===== config.mk =====
export PLATFORM = sky130hd
export DESIGN_NAME = ysyx22041405_lsu
export DESIGN_NICKNAME = d
export VERILOG_FILES = /design/src/rtl/ysyx22041405_lsu_pkg.sv /design/src/rtl/ysyx22041405_lsu_align.sv /design/src/rtl/ysyx22041405_lsu.sv
export SDC_FILE = /design/constraint.sdc
export NUM_CORES = 1
export LEC_CHECK = 0
export ABC_CLOCK_PERIOD_IN_PS = 1800
export CAP_MARGIN = 5
export CORE_MARGIN = 2
export CORE_UTILIZATION = 30
export CTS_BUF_LIST = sky130_fd_sc_hd__clkbuf_8
export DETAILED_ROUTE_END_ITERATION = 12
export HOLD_SLACK_MARGIN = 0.05
export PLACE_DENSITY = 0.6
export SYNTH_ARGS = -nofsm -noshare
export SYNTH_HDL_FRONTEND = slang
export SYNTH_SLANG_ARGS = --single-unit
export TNS_END_PERCENT = 10

===== constraint.sdc =====
create_clock -name clk -period 1.8 [get_ports clk]
set_input_delay 0.18 -clock clk [delete_from_list [all_inputs] [get_ports clk]]
set_output_delay 0.18 -clock clk [all_outputs]
set_load 0.01 [all_outputs]

===== src/rtl/ysyx22041405_lsu_pkg.sv =====
// ============================================================================
// ysyx22041405_lsu_pkg : shared constants, state encoding and helpers for the LSU
// Revision: 1.0
// ============================================================================
`timescale 1ns/1ps
`default_nettype none

package ysyx22041405_lsu_pkg;

  localparam logic [7:0] MASK_BYTE = 8'h01;
  localparam logic [7:0] MASK_HALF = 8'h03;
  localparam logic [7:0] MASK_WORD = 8'h0f;

  localparam logic [1:0] EXC_NONE     = 2'b00;
  localparam logic [1:0] EXC_MISALIGN = 2'b01;
  localparam logic [1:0] EXC_BUS      = 2'b10;

  typedef enum logic [1:0] {
    ST_IDLE = 2'd0,
    ST_REQ  = 2'd1,
    ST_WAIT = 2'd2
  } lsu_state_e;

  function automatic logic is_misaligned(input logic [7:0] mask, input logic [1:0] off);
    return ((mask == MASK_HALF) && off[0]) || ((mask == MASK_WORD) && (off != 2'b00));
  endfunction

endpackage

`default_nettype wire


===== src/rtl/ysyx22041405_lsu_align.sv =====
// ============================================================================
// ysyx22041405_lsu_align : store data/strobe lane shift and load right-align
// Revision: 1.0
// ============================================================================
`timescale 1ns/1ps
`default_nettype none

module ysyx22041405_lsu_align #(
  parameter int WIDTH = 32
) (
  input  logic [1:0]       st_off_i,
  input  logic [3:0]       st_mask_i,
  input  logic [WIDTH-1:0] st_data_i,
  input  logic [1:0]       ld_off_i,
  input  logic [WIDTH-1:0] ld_data_i,
  output logic [WIDTH-1:0] st_data_o,
  output logic [3:0]       st_strb_o,
  output logic [WIDTH-1:0] ld_data_o
);

  always_comb begin
    st_data_o = st_data_i << {st_off_i, 3'b000};
    st_strb_o = st_mask_i << st_off_i;
    ld_data_o = ld_data_i >> {ld_off_i, 3'b000};
  end

endmodule

`default_nettype wire


===== src/rtl/ysyx22041405_lsu.sv =====
// ============================================================================
// ysyx22041405_lsu : load/store unit between EXU and WBU, one memory op in flight
// Revision: 1.0
// ============================================================================
`timescale 1ns/1ps
`default_nettype none

module ysyx22041405_lsu
  import ysyx22041405_lsu_pkg::*;
#(
  parameter int WIDTH = 32
) (
  input  logic             clk,
  input  logic             rst,
  input  logic             in_valid,
  output logic             in_ready,
  input  logic [WIDTH-1:0] in_addr,
  input  logic [WIDTH-1:0] in_wdata,
  input  logic             in_ren,
  input  logic             in_wen,
  input  logic [7:0]       in_mask,
  output logic             mem_req,
  input  logic             mem_gnt,
  output logic             mem_we,
  output logic [WIDTH-1:0] mem_addr,
  output logic [WIDTH-1:0] mem_wdata,
  output logic [3:0]       mem_wstrb,
  input  logic             mem_rvalid,
  input  logic [WIDTH-1:0] mem_rdata,
  input  logic             mem_err,
  output logic             out_valid,
  input  logic             out_ready,
  output logic [WIDTH-1:0] dm_addr,
  output logic [WIDTH-1:0] dm_rdata,
  output logic             wb_sel,
  output logic [7:0]       wb_mask,
  output logic [1:0]       out_exc
);

  lsu_state_e       state_q;
  logic             mem_req_q;
  logic             mem_we_q;
  logic [WIDTH-1:0] mem_addr_q;
  logic [WIDTH-1:0] mem_wdata_q;
  logic [3:0]       mem_wstrb_q;
  logic [WIDTH-1:0] op_addr_q;
  logic [7:0]       op_mask_q;
  logic             op_load_q;
  logic             out_valid_q;
  logic             wb_sel_q;
  logic [WIDTH-1:0] dm_addr_q;
  logic [WIDTH-1:0] dm_rdata_q;
  logic [7:0]       wb_mask_q;
  logic [1:0]       out_exc_q;

  logic             w_in_ready;
  logic             w_accept;
  logic             w_drain;
  logic             w_is_mem;
  logic             w_misaligned;
  logic [WIDTH-1:0] w_st_data;
  logic [3:0]       w_st_strb;
  logic [WIDTH-1:0] w_ld_data;

  // Load shift uses the offset latched at accept; store shift uses the live input.
  ysyx22041405_lsu_align #(
    .WIDTH(WIDTH)
  ) u_align (
    .st_off_i  (in_addr[1:0]),
    .st_mask_i (in_mask[3:0]),
    .st_data_i (in_wdata),
    .ld_off_i  (op_addr_q[1:0]),
    .ld_data_i (mem_rdata),
    .st_data_o (w_st_data),
    .st_strb_o (w_st_strb),
    .ld_data_o (w_ld_data)
  );

  always_comb begin
    w_in_ready   = (state_q == ST_IDLE) && (!out_valid_q || out_ready);
    w_accept     = in_valid && w_in_ready;
    w_drain      = out_valid_q && out_ready;
    w_is_mem     = in_ren || in_wen;
    w_misaligned = w_is_mem && is_misaligned(in_mask, in_addr[1:0]);
  end

  always_ff @(posedge clk) begin
    if (rst) begin
      state_q     <= ST_IDLE;
      mem_req_q   <= 1'b0;
      mem_we_q    <= 1'b0;
      mem_addr_q  <= '0;
      mem_wdata_q <= '0;
      mem_wstrb_q <= '0;
      op_addr_q   <= '0;
      op_mask_q   <= '0;
      op_load_q   <= 1'b0;
      out_valid_q <= 1'b0;
      wb_sel_q    <= 1'b0;
      dm_addr_q   <= '0;
      dm_rdata_q  <= '0;
      wb_mask_q   <= '0;
      out_exc_q   <= EXC_NONE;
    end else begin
      // A new result written below overrides this clear (accept + drain same cycle).
      if (w_drain) begin
        out_valid_q <= 1'b0;
      end
      case (state_q)
        ST_IDLE: begin
          if (w_accept) begin
            if (!w_is_mem || w_misaligned) begin
              out_valid_q <= 1'b1;
              wb_sel_q    <= 1'b0;
              dm_addr_q   <= in_addr;
              dm_rdata_q  <= '0;
              wb_mask_q   <= in_mask;
              out_exc_q   <= w_misaligned ? EXC_MISALIGN : EXC_NONE;
            end else begin
              state_q     <= ST_REQ;
              mem_req_q   <= 1'b1;
              mem_we_q    <= in_wen;
              mem_addr_q  <= {in_addr[WIDTH-1:2], 2'b00};
              mem_wdata_q <= w_st_data;
              mem_wstrb_q <= w_st_strb;
              op_addr_q   <= in_addr;
              op_mask_q   <= in_mask;
              op_load_q   <= in_ren;
            end
          end
        end
        ST_REQ: begin
          if (mem_gnt) begin
            mem_req_q <= 1'b0;
            state_q   <= ST_WAIT;
          end
        end
        ST_WAIT: begin
          if (mem_rvalid) begin
            state_q     <= ST_IDLE;
            out_valid_q <= 1'b1;
            wb_sel_q    <= op_load_q;
            dm_addr_q   <= op_addr_q;
            dm_rdata_q  <= op_load_q ? w_ld_data : '0;
            wb_mask_q   <= op_mask_q;
            out_exc_q   <= mem_err ? EXC_BUS : EXC_NONE;
          end
        end
        default: begin
          state_q   <= ST_IDLE;
          mem_req_q <= 1'b0;
        end
      endcase
    end
  end

  always_comb begin
    in_ready  = w_in_ready;
    mem_req   = mem_req_q;
    mem_we    = mem_we_q;
    mem_addr  = mem_addr_q;
    mem_wdata = mem_wdata_q;
    mem_wstrb = mem_wstrb_q;
    out_valid = out_valid_q;
    dm_addr   = dm_addr_q;
    dm_rdata  = dm_rdata_q;
    wb_sel    = wb_sel_q;
    wb_mask   = wb_mask_q;
    out_exc   = out_exc_q;
  end

endmodule

`default_nettype wire

==> results.json, run 1 <==
{
  "chipWidth_um": 163.3,
  "hold_slack_ns": 0.2386,
  "dr_wl_met3_um": 1886,
  "slowest_delay_ns": 0.85,
  "required_ns": 2.12,
  "yosys.area.top_type": "dfxtp_1",
  "fmax_ghz": 0.5195,
  "cp.depth": 5,
  "cts_buffer_depth": 2,
  "worstSkewPairLatency_ns": 0.47,
  "finalHoldViolCount": 0,
  "grt_usage_pct": 19.35,
  "slew_violations": 0,
  "syn_area_per_cell_um2": 8.656,
  "syn_area_um2": 7609,
  "synth.top_cell.area_share_pct": 41.31,
  "worst-endpoint-arrival_ns": 2.25,
  "dp_hpwl_um": 18620,
  "ant_nets": 0,
  "start_util_pct": 30.39,
  "synthTopCellsByArea": "dfxtp_1, a21oi_1, o221a_2",
  "cap_violations": 0,
  "final-setup-viol-count": 27,
  "drc_errors": 0,
  "drive_gt1_share_pct": 16.94,
  "fin_area_um2": 11010,
  "min_period_ns": 1.925,
  "grt_pass1_wl_um": 40170,
  "cts.sinks": 157,
  "wl_per_cell_um": 18.97,
  "p_per_area_nw_per_um2": 751.2,
  "critical_path.max_fanout": 13,
  "ys_types": 44,
  "max_slew_margin_pct": 54.66,
  "htreeDepth": 4,
  "rsz0062_at_grt": "true",
  "drtPass1Iterations": 5,
  "period_share_pct": 106.9,
  "highest_layer": "met4",
  "nets": 1204,
  "overflow": 0,
  "fin_cells": 1434,
  "grt_max_degree": 100,
  "ioPinCount": 260,
  "r2r-end": "mem_wdata[8]$_SDFFE_PP0P_",
  "viasPerCell": 5.172,
  "end_kind": "flop",
  "die_area_um2": 26650,
  "setup_tns_ns": -0.7622,
  "drtIter0Drc": 490,
  "placedCellCount": 1400,
  "crit_family": "simple AND/OR/NAND/NOR gates",
  "peakVddDrop_uv": 359.1,
  "worstSetupStartpointType": "flop",
  "crit_chain": "nor2b_4, or4_2, buf_4, o21ai_0, a21oi_1",
  "hp-class": "in -> reg",
  "r2r_slack_ns": -0.12,
  "die_y_um": 163.3,
  "grt_pass1_vias": 6948,
  "cts_tree": "done",
  "met2_length_um": 12880,
  "seq_area_frac_synth_pct": 41.31,
  "ys_ff_latch": 157,
  "fin_ws_ns": -0.1249,
  "num_vias": 7416,
  "met1Wirelength_um": 11970,
  "gp_congestion": 0.8301,
  "synth-edff-count": 0,
  "crit_start": "out_valid$_SDFF_PP0_",
  "numCtsBuffers": 17,
  "syn_inst": 879,
  "num_rows": 58,
  "port_buffers": 257,
  "n_antenna_cell": 0,
  "worst_clock_skew_ns": 0.01866,
  "crit_type": "reg -> reg",
  "tightestPinTransition_ns": 0.6787,
  "clk_pin_slew_ns": 0.09,
  "failed_checks": "setup timing",
  "status": "finished with violations",
  "crit_end": "mem_wdata[8]$_SDFFE_PP0P_",
  "path_buf_inv": 1,
  "timing.rr.start": "out_valid$_SDFF_PP0_",
  "syn2layout_area_growth_pct": 44.66,
  "synthFlopType": "dfxtp_1",
  "p_leak_nw": 3.906,
  "core_um2": 25040,
  "cpMaxStageDelayCell": "or4_2",
  "ys_warn_count": 0,
  "drt_wl_total_um": 27200,
  "rr_worst_depth": 5,
  "cts_root_buf": "clkbuf_8",
  "ctsHoldBuffers": 0,
  "min_path_cells": 3,
  "synth-async-reset-ratio_pct": 0,
  "antenna_found_initial": 0,
  "dpl_cell_area_um2": 10580
}
## flip-flops by register name (all words and copies together) (netlist names), 2 cells and up
signal and cells:
op_mask_q 8, mem_wdata 32, mem_wstrb 4, dm_addr 32, dm_rdata 32, wb_mask 8
out_exc 2, op_addr_q 31, state_q 2
## layout make-up
type | count | area [um2]
Tap cell | 330 | 412.9
Sequential cell | 157 | 3146
Timing Repair Buffer | 320 | 3186
Clock inverter | 13 | 128.9
Multi-Input combinational cell | 576 | 3801
Clock buffer | 19 | 261.5
Inverter | 19 | 71.32
Fill cell | 2503 | 14030
## through the flow
step	setup slack [ns]	total power, mW	util [%]
2_1_floorplan	0.01429	4.728	-
3_5_place_dp	-0.5844	5.653	42.25
4_1_cts	-0.08129	8.347	43.82
6_report	-0.1249	8.268	43.96
3_3_place_gp	-0.5233	5.637	42.25
5_1_grt	-0.1835	8.676	43.96
## power breakdown
part           internal [mW]  total, mW  switching, mW
clock network           1.19       2.68           1.49
logic                  0.926       1.81          0.888
registers               3.65       3.77          0.118
## placed cells by master (no fill, tap or decap), types with 4 or more instances in the layout
master / n
a21oi_1: 98
nor2_1: 21
o32ai_2: 16
dfxtp_1: 155
mux2i_1: 34
mux2_2: 9
clkinvlp_4: 4
nor2b_1: 10
buf_12: 11
a31o_2: 8
nand2_1: 96
inv_6: 4
clkbuf_8: 19
clkdlybuf4s50_1: 254
o21ai_0: 71
nand3_1: 39
nand4_1: 49
or4_1: 9
o221a_2: 36
buf_4: 50
a211oi_1: 26
o221a_1: 4
o2111ai_1: 9
inv_1: 16
a32o_1: 9
## worst register-to-register path, cell delays in order, from the launching register on
cell     delay (ns)
dfxtp_2        0.33
nor2b_4        0.14
or4_2          0.86
buf_4          0.21
o21ai_0        0.16
a21oi_1        0.10
## repair_timing
item                       in CTS  in global routing
buffers inserted                0                  0
resized for setup               5                  7
pin swaps                      16                  2
cloned                          0                  2
setup endpoints to repair      84                 98
## worst min path at each step
stage	start	end	slack, ns
2_1_floorplan	mem_rdata[24]	dm_rdata[24]$_SDFFE_PP0P_	0.31
3_3_place_gp	wb_sel$_SDFFE_PP0P_	wb_sel$_SDFFE_PP0P_	0.45
3_5_place_dp	wb_sel$_SDFFE_PP0P_	wb_sel$_SDFFE_PP0P_	0.46
4_1_cts	rst	op_addr_q[10]$_SDFFE_PP0P_	0.27
5_1_grt	rst	op_addr_q[5]$_SDFFE_PP0P_	0.28
6_report	rst	mem_req$_SDFFE_PP0P_	0.24
## cell families (layout without fill, tap and decap cells)
logic type,Yosys count,in the layout,synth area share (%)
compound gates,287,287,27.18
simple gates,242,244,15.82
flops,157,157,41.31
buf+inv,149,371,9.834
mux,43,43,5.805
other cells,1,2,0.04929
## synth_stat cells (2+ instances only)
| library cell | count |
|---|---|
| a31o_2 | 8 |
| buf_2 | 13 |
| inv_1 | 17 |
| nor2_1 | 22 |
| a32o_1 | 9 |
| nand4_1 | 49 |
| a211oi_1 | 26 |
| o32ai_2 | 16 |
| dfxtp_1 | 157 |
| nand3_1 | 39 |
| or4_1 | 9 |
| nor3_1 | 2 |
| o221a_2 | 36 |
| buf_4 | 32 |
| o211a_1 | 3 |
| buf_6 | 7 |
| a21oi_1 | 98 |
| nand2_1 | 96 |
| a31oi_1 | 2 |
| buf_1 | 5 |
| mux2i_1 | 34 |
| mux2_2 | 9 |
| nor2b_1 | 12 |
| o2111ai_1 | 9 |
| clkbuf_1 | 73 |
| o21ai_0 | 73 |
| nand2b_1 | 3 |
| o221a_1 | 4 |
## routing by layer
metal	GRT usage [%]	vias up
li1	-	3643
met1	24.87	3497
met2	31.09	248
met3	5.866	28
met4	5.994	0
met5	0	-
Power figures use the tool's default switching activity.
==> run 2, diff against run 1 <==
--- a/config.mk
+++ b/config.mk
@@ -13,6 +13,8 @@
 export DETAILED_ROUTE_END_ITERATION = 12
 export HOLD_SLACK_MARGIN = 0.05
 export PLACE_DENSITY = 0.6
+export RECOVER_POWER = 50
+export SKIP_LAST_GASP = 1
 export SYNTH_ARGS = -nofsm -noshare
 export SYNTH_HDL_FRONTEND = slang
 export SYNTH_SLANG_ARGS = --single-unit
==> run 2 against run 1 <==
Compared with the run above:
- via count decreased by 0.47%
- critical endpoint is now mem_wdata[15]$_SDFFE_PP0P_
- setup slack better by 0.046 ns
- the flow still finishes with violations (setup timing)
- die area did not move
- final area decreased by 0.40%
- register-to-register slack improved by 0.05 ns
- sequential share of layout area rose by 0.10 points
- critical path type unchanged
==> results.json, run 2 (same netlist as run 1, synthesis figures left out) <==
{
  "status": "finished with violations",
  "failed_checks": "setup timing",
  "worstSkewPairLatency_ns": 0.47,
  "viasPerCell": 5.151,
  "p_leak_nw": 4.240,
  "drt_wl_total_um": 26690,
  "slowest_delay_ns": 0.67,
  "drc_errors": 0,
  "die_y_um": 163.3,
  "crit_type": "reg -> reg",
  "fmax_ghz": 0.5322,
  "final-setup-viol-count": 40,
  "port_buffers": 257,
  "grt_usage_pct": 19.37,
  "dpl_cell_area_um2": 10580,
  "fin_util_pct": 43.79,
  "crit_family": "simple AND/OR/NAND/NOR gates",
  "antenna_found_initial": 0,
  "tightestPinTransition_ns": 0.6719,
  "final_cell_mix": "dfxtp_1, clkdlybuf4s50_1, dlygate4sd3_1",
  "crit_end": "mem_wdata[15]$_SDFFE_PP0P_",
  "ctsHoldBuffers": 0,
  "numCtsBuffers": 17,
  "fin_ws_ns": -0.07904,
  "rr_worst_depth": 4,
  "finalHoldViolCount": 0,
  "fillers": 2510,
  "period_share_pct": 104.4,
  "timing.rr.start": "out_valid$_SDFF_PP0_",
  "grt_max_degree": 100,
  "required_ns": 2.18,
  "hp-class": "in -> reg",
  "peakVddDrop_uv": 356.8,
  "num_rows": 58,
  "dp_hpwl_um": 18620,
  "critical_path.max_fanout": 27,
  "grt_pass1_wl_um": 40190,
  "p_clk_share_pct": 32.7,
  "wl_per_cell_um": 18.62,
  "rsz0062_at_grt": "true",
  "clk_pin_slew_ns": 0.09,
  "p_per_area_nw_per_um2": 747.5,
  "cts_root_buf": "clkbuf_8",
  "ant_nets": 0,
  "swShare_pct": 30.18,
  "core_um2": 25040,
  "fin_cells": 1433,
  "layout_commonest_cell": "dfxtp_1",
  "worst_clock_skew_ns": 0.01869,
  "min_period_ns": 1.879,
  "p_sw_mw": 2.473,
  "drtPass1Iterations": 5,
  "chipWidth_um": 163.3,
  "max_slew_margin_pct": 55.11,
  "fin_area_um2": 10960,
  "htreeDepth": 4,
  "syn2layout_area_growth_pct": 44.09,
  "num_vias": 7381,
  "cap_violations": 0,
  "cp.depth": 4,
  "r2r_slack_ns": -0.08,
  "intPower_mw": 5.722,
  "drtIter0Drc": 562,
  "pre_cts_ws_ns": -0.5844,
  "grt_pass1_vias": 6929,
  "start_util_pct": 30.39,
  "cts.sinks": 157,
  "p_seq_share_pct": 45.9,
  "crit_start": "out_valid$_SDFF_PP0_",
  "nets": 1203,
  "cpMaxStageDelayCell": "or4_4",
  "crit_chain": "nor2b_4, or4_4, or4_1, a21oi_1",
  "n_antenna_cell": 0,
  "cts_tree": "done",
  "end_kind": "flop",
  "p_comb_share_pct": 21.4,
  "gp_congestion": 0.8301,
  "slew_violations": 0,
  "total_power_mw": 8.195,
  "worstSetupStartpointType": "flop",
  "worst-endpoint-arrival_ns": 2.26,
  "cts_buffer_depth": 2,
  "overflow": 0,
  "min_path_cells": 3,
  "path_buf_inv": 0,
  "ioPinCount": 260,
  "placedCellCount": 1400,
  "r2r-end": "mem_wdata[15]$_SDFFE_PP0P_",
  "die_area_um2": 26650,
  "drive_gt1_share_pct": 16.68
}
==> run 2: cell count changes in the layout (fill, tap and decap cells not counted), moves of 2 or more <==
cell	change
dlygate4sd3_1	+112
clkbuf_4	+2
o21ai_0	+2
buf_6	-3
o21ai_1	-2
clkdlybuf4s50_1	-112
==> run 2: power by group through the flow <==
| stage | combinational (mW) | clock [mW] | sequential, mW |
|---|---|---|---|
| detailed placement | 1.80 | 0 | 3.85 |
| global placement | 1.79 | 0 | 3.85 |
| floorplan | 0.855 | 0 | 3.87 |
| global route | 1.89 | 2.92 | 3.79 |
| finish | 1.75 | 2.68 | 3.76 |
| CTS | 1.81 | 2.77 | 3.77 |
==> run 2: tightest hold or removal path, delay by kind of cell <==
family                 cells  cell delay, ns
AOI/OAI and AO/OA          1            0.16
buffers and inverters      2            0.36
==> run 2: area by class of cell <==
type	instances	area (um2)	share of cell area [%]
well taps	330	412.9	3.766
clock buffers	19	261.5	2.385
flip-flops and latches	157	3144	28.68
clock inverters	13	128.9	1.176
repair buffers	320	3159	28.82
inverters	19	71.32	0.6505
multi-input cells	575	3785	34.52
==> run 2: worst min path at each step <==
stage,slack [ns],end,start
2_1_floorplan,0.31,dm_rdata[24]$_SDFFE_PP0P_,mem_rdata[24]
3_3_place_gp,0.45,wb_sel$_SDFFE_PP0P_,wb_sel$_SDFFE_PP0P_
3_5_place_dp,0.46,wb_sel$_SDFFE_PP0P_,wb_sel$_SDFFE_PP0P_
4_1_cts,0.27,op_addr_q[10]$_SDFFE_PP0P_,rst
5_1_grt,0.27,op_addr_q[5]$_SDFFE_PP0P_,rst
6_report,0.28,op_load_q$_SDFFE_PP0P_,rst
==> run 2: stage by stage <==
step | setup TNS, ns | hold slack (ns)
floorplan | 0 | 0.3058
global placement | -54.52 | 0.4534
detailed placement | -57.94 | 0.4568
CTS | -7.745 | 0.2749
global route | -5.750 | 0.2711
finish | -1.494 | 0.2768
==> run 2: timing repair <==
item | 4_1_cts | 5_1_grt
setup buffers | 0 | 0
cloned | 0 | 1
endpoints found under the setup margin | 84 | 98
gates resized for setup | 1 | 1
pin swaps | 0 | 1
==> run 2: per-layer routing <==
metal / vias to the layer above / GRT usage [%] / wire (um)
met5: - / 0 / 0
met4: 0 / 5.994 / 494
met3: 30 / 5.866 / 1948
met2: 255 / 31.01 / 12620
met1: 3452 / 25.00 / 11620
li1: 3644 / - / -
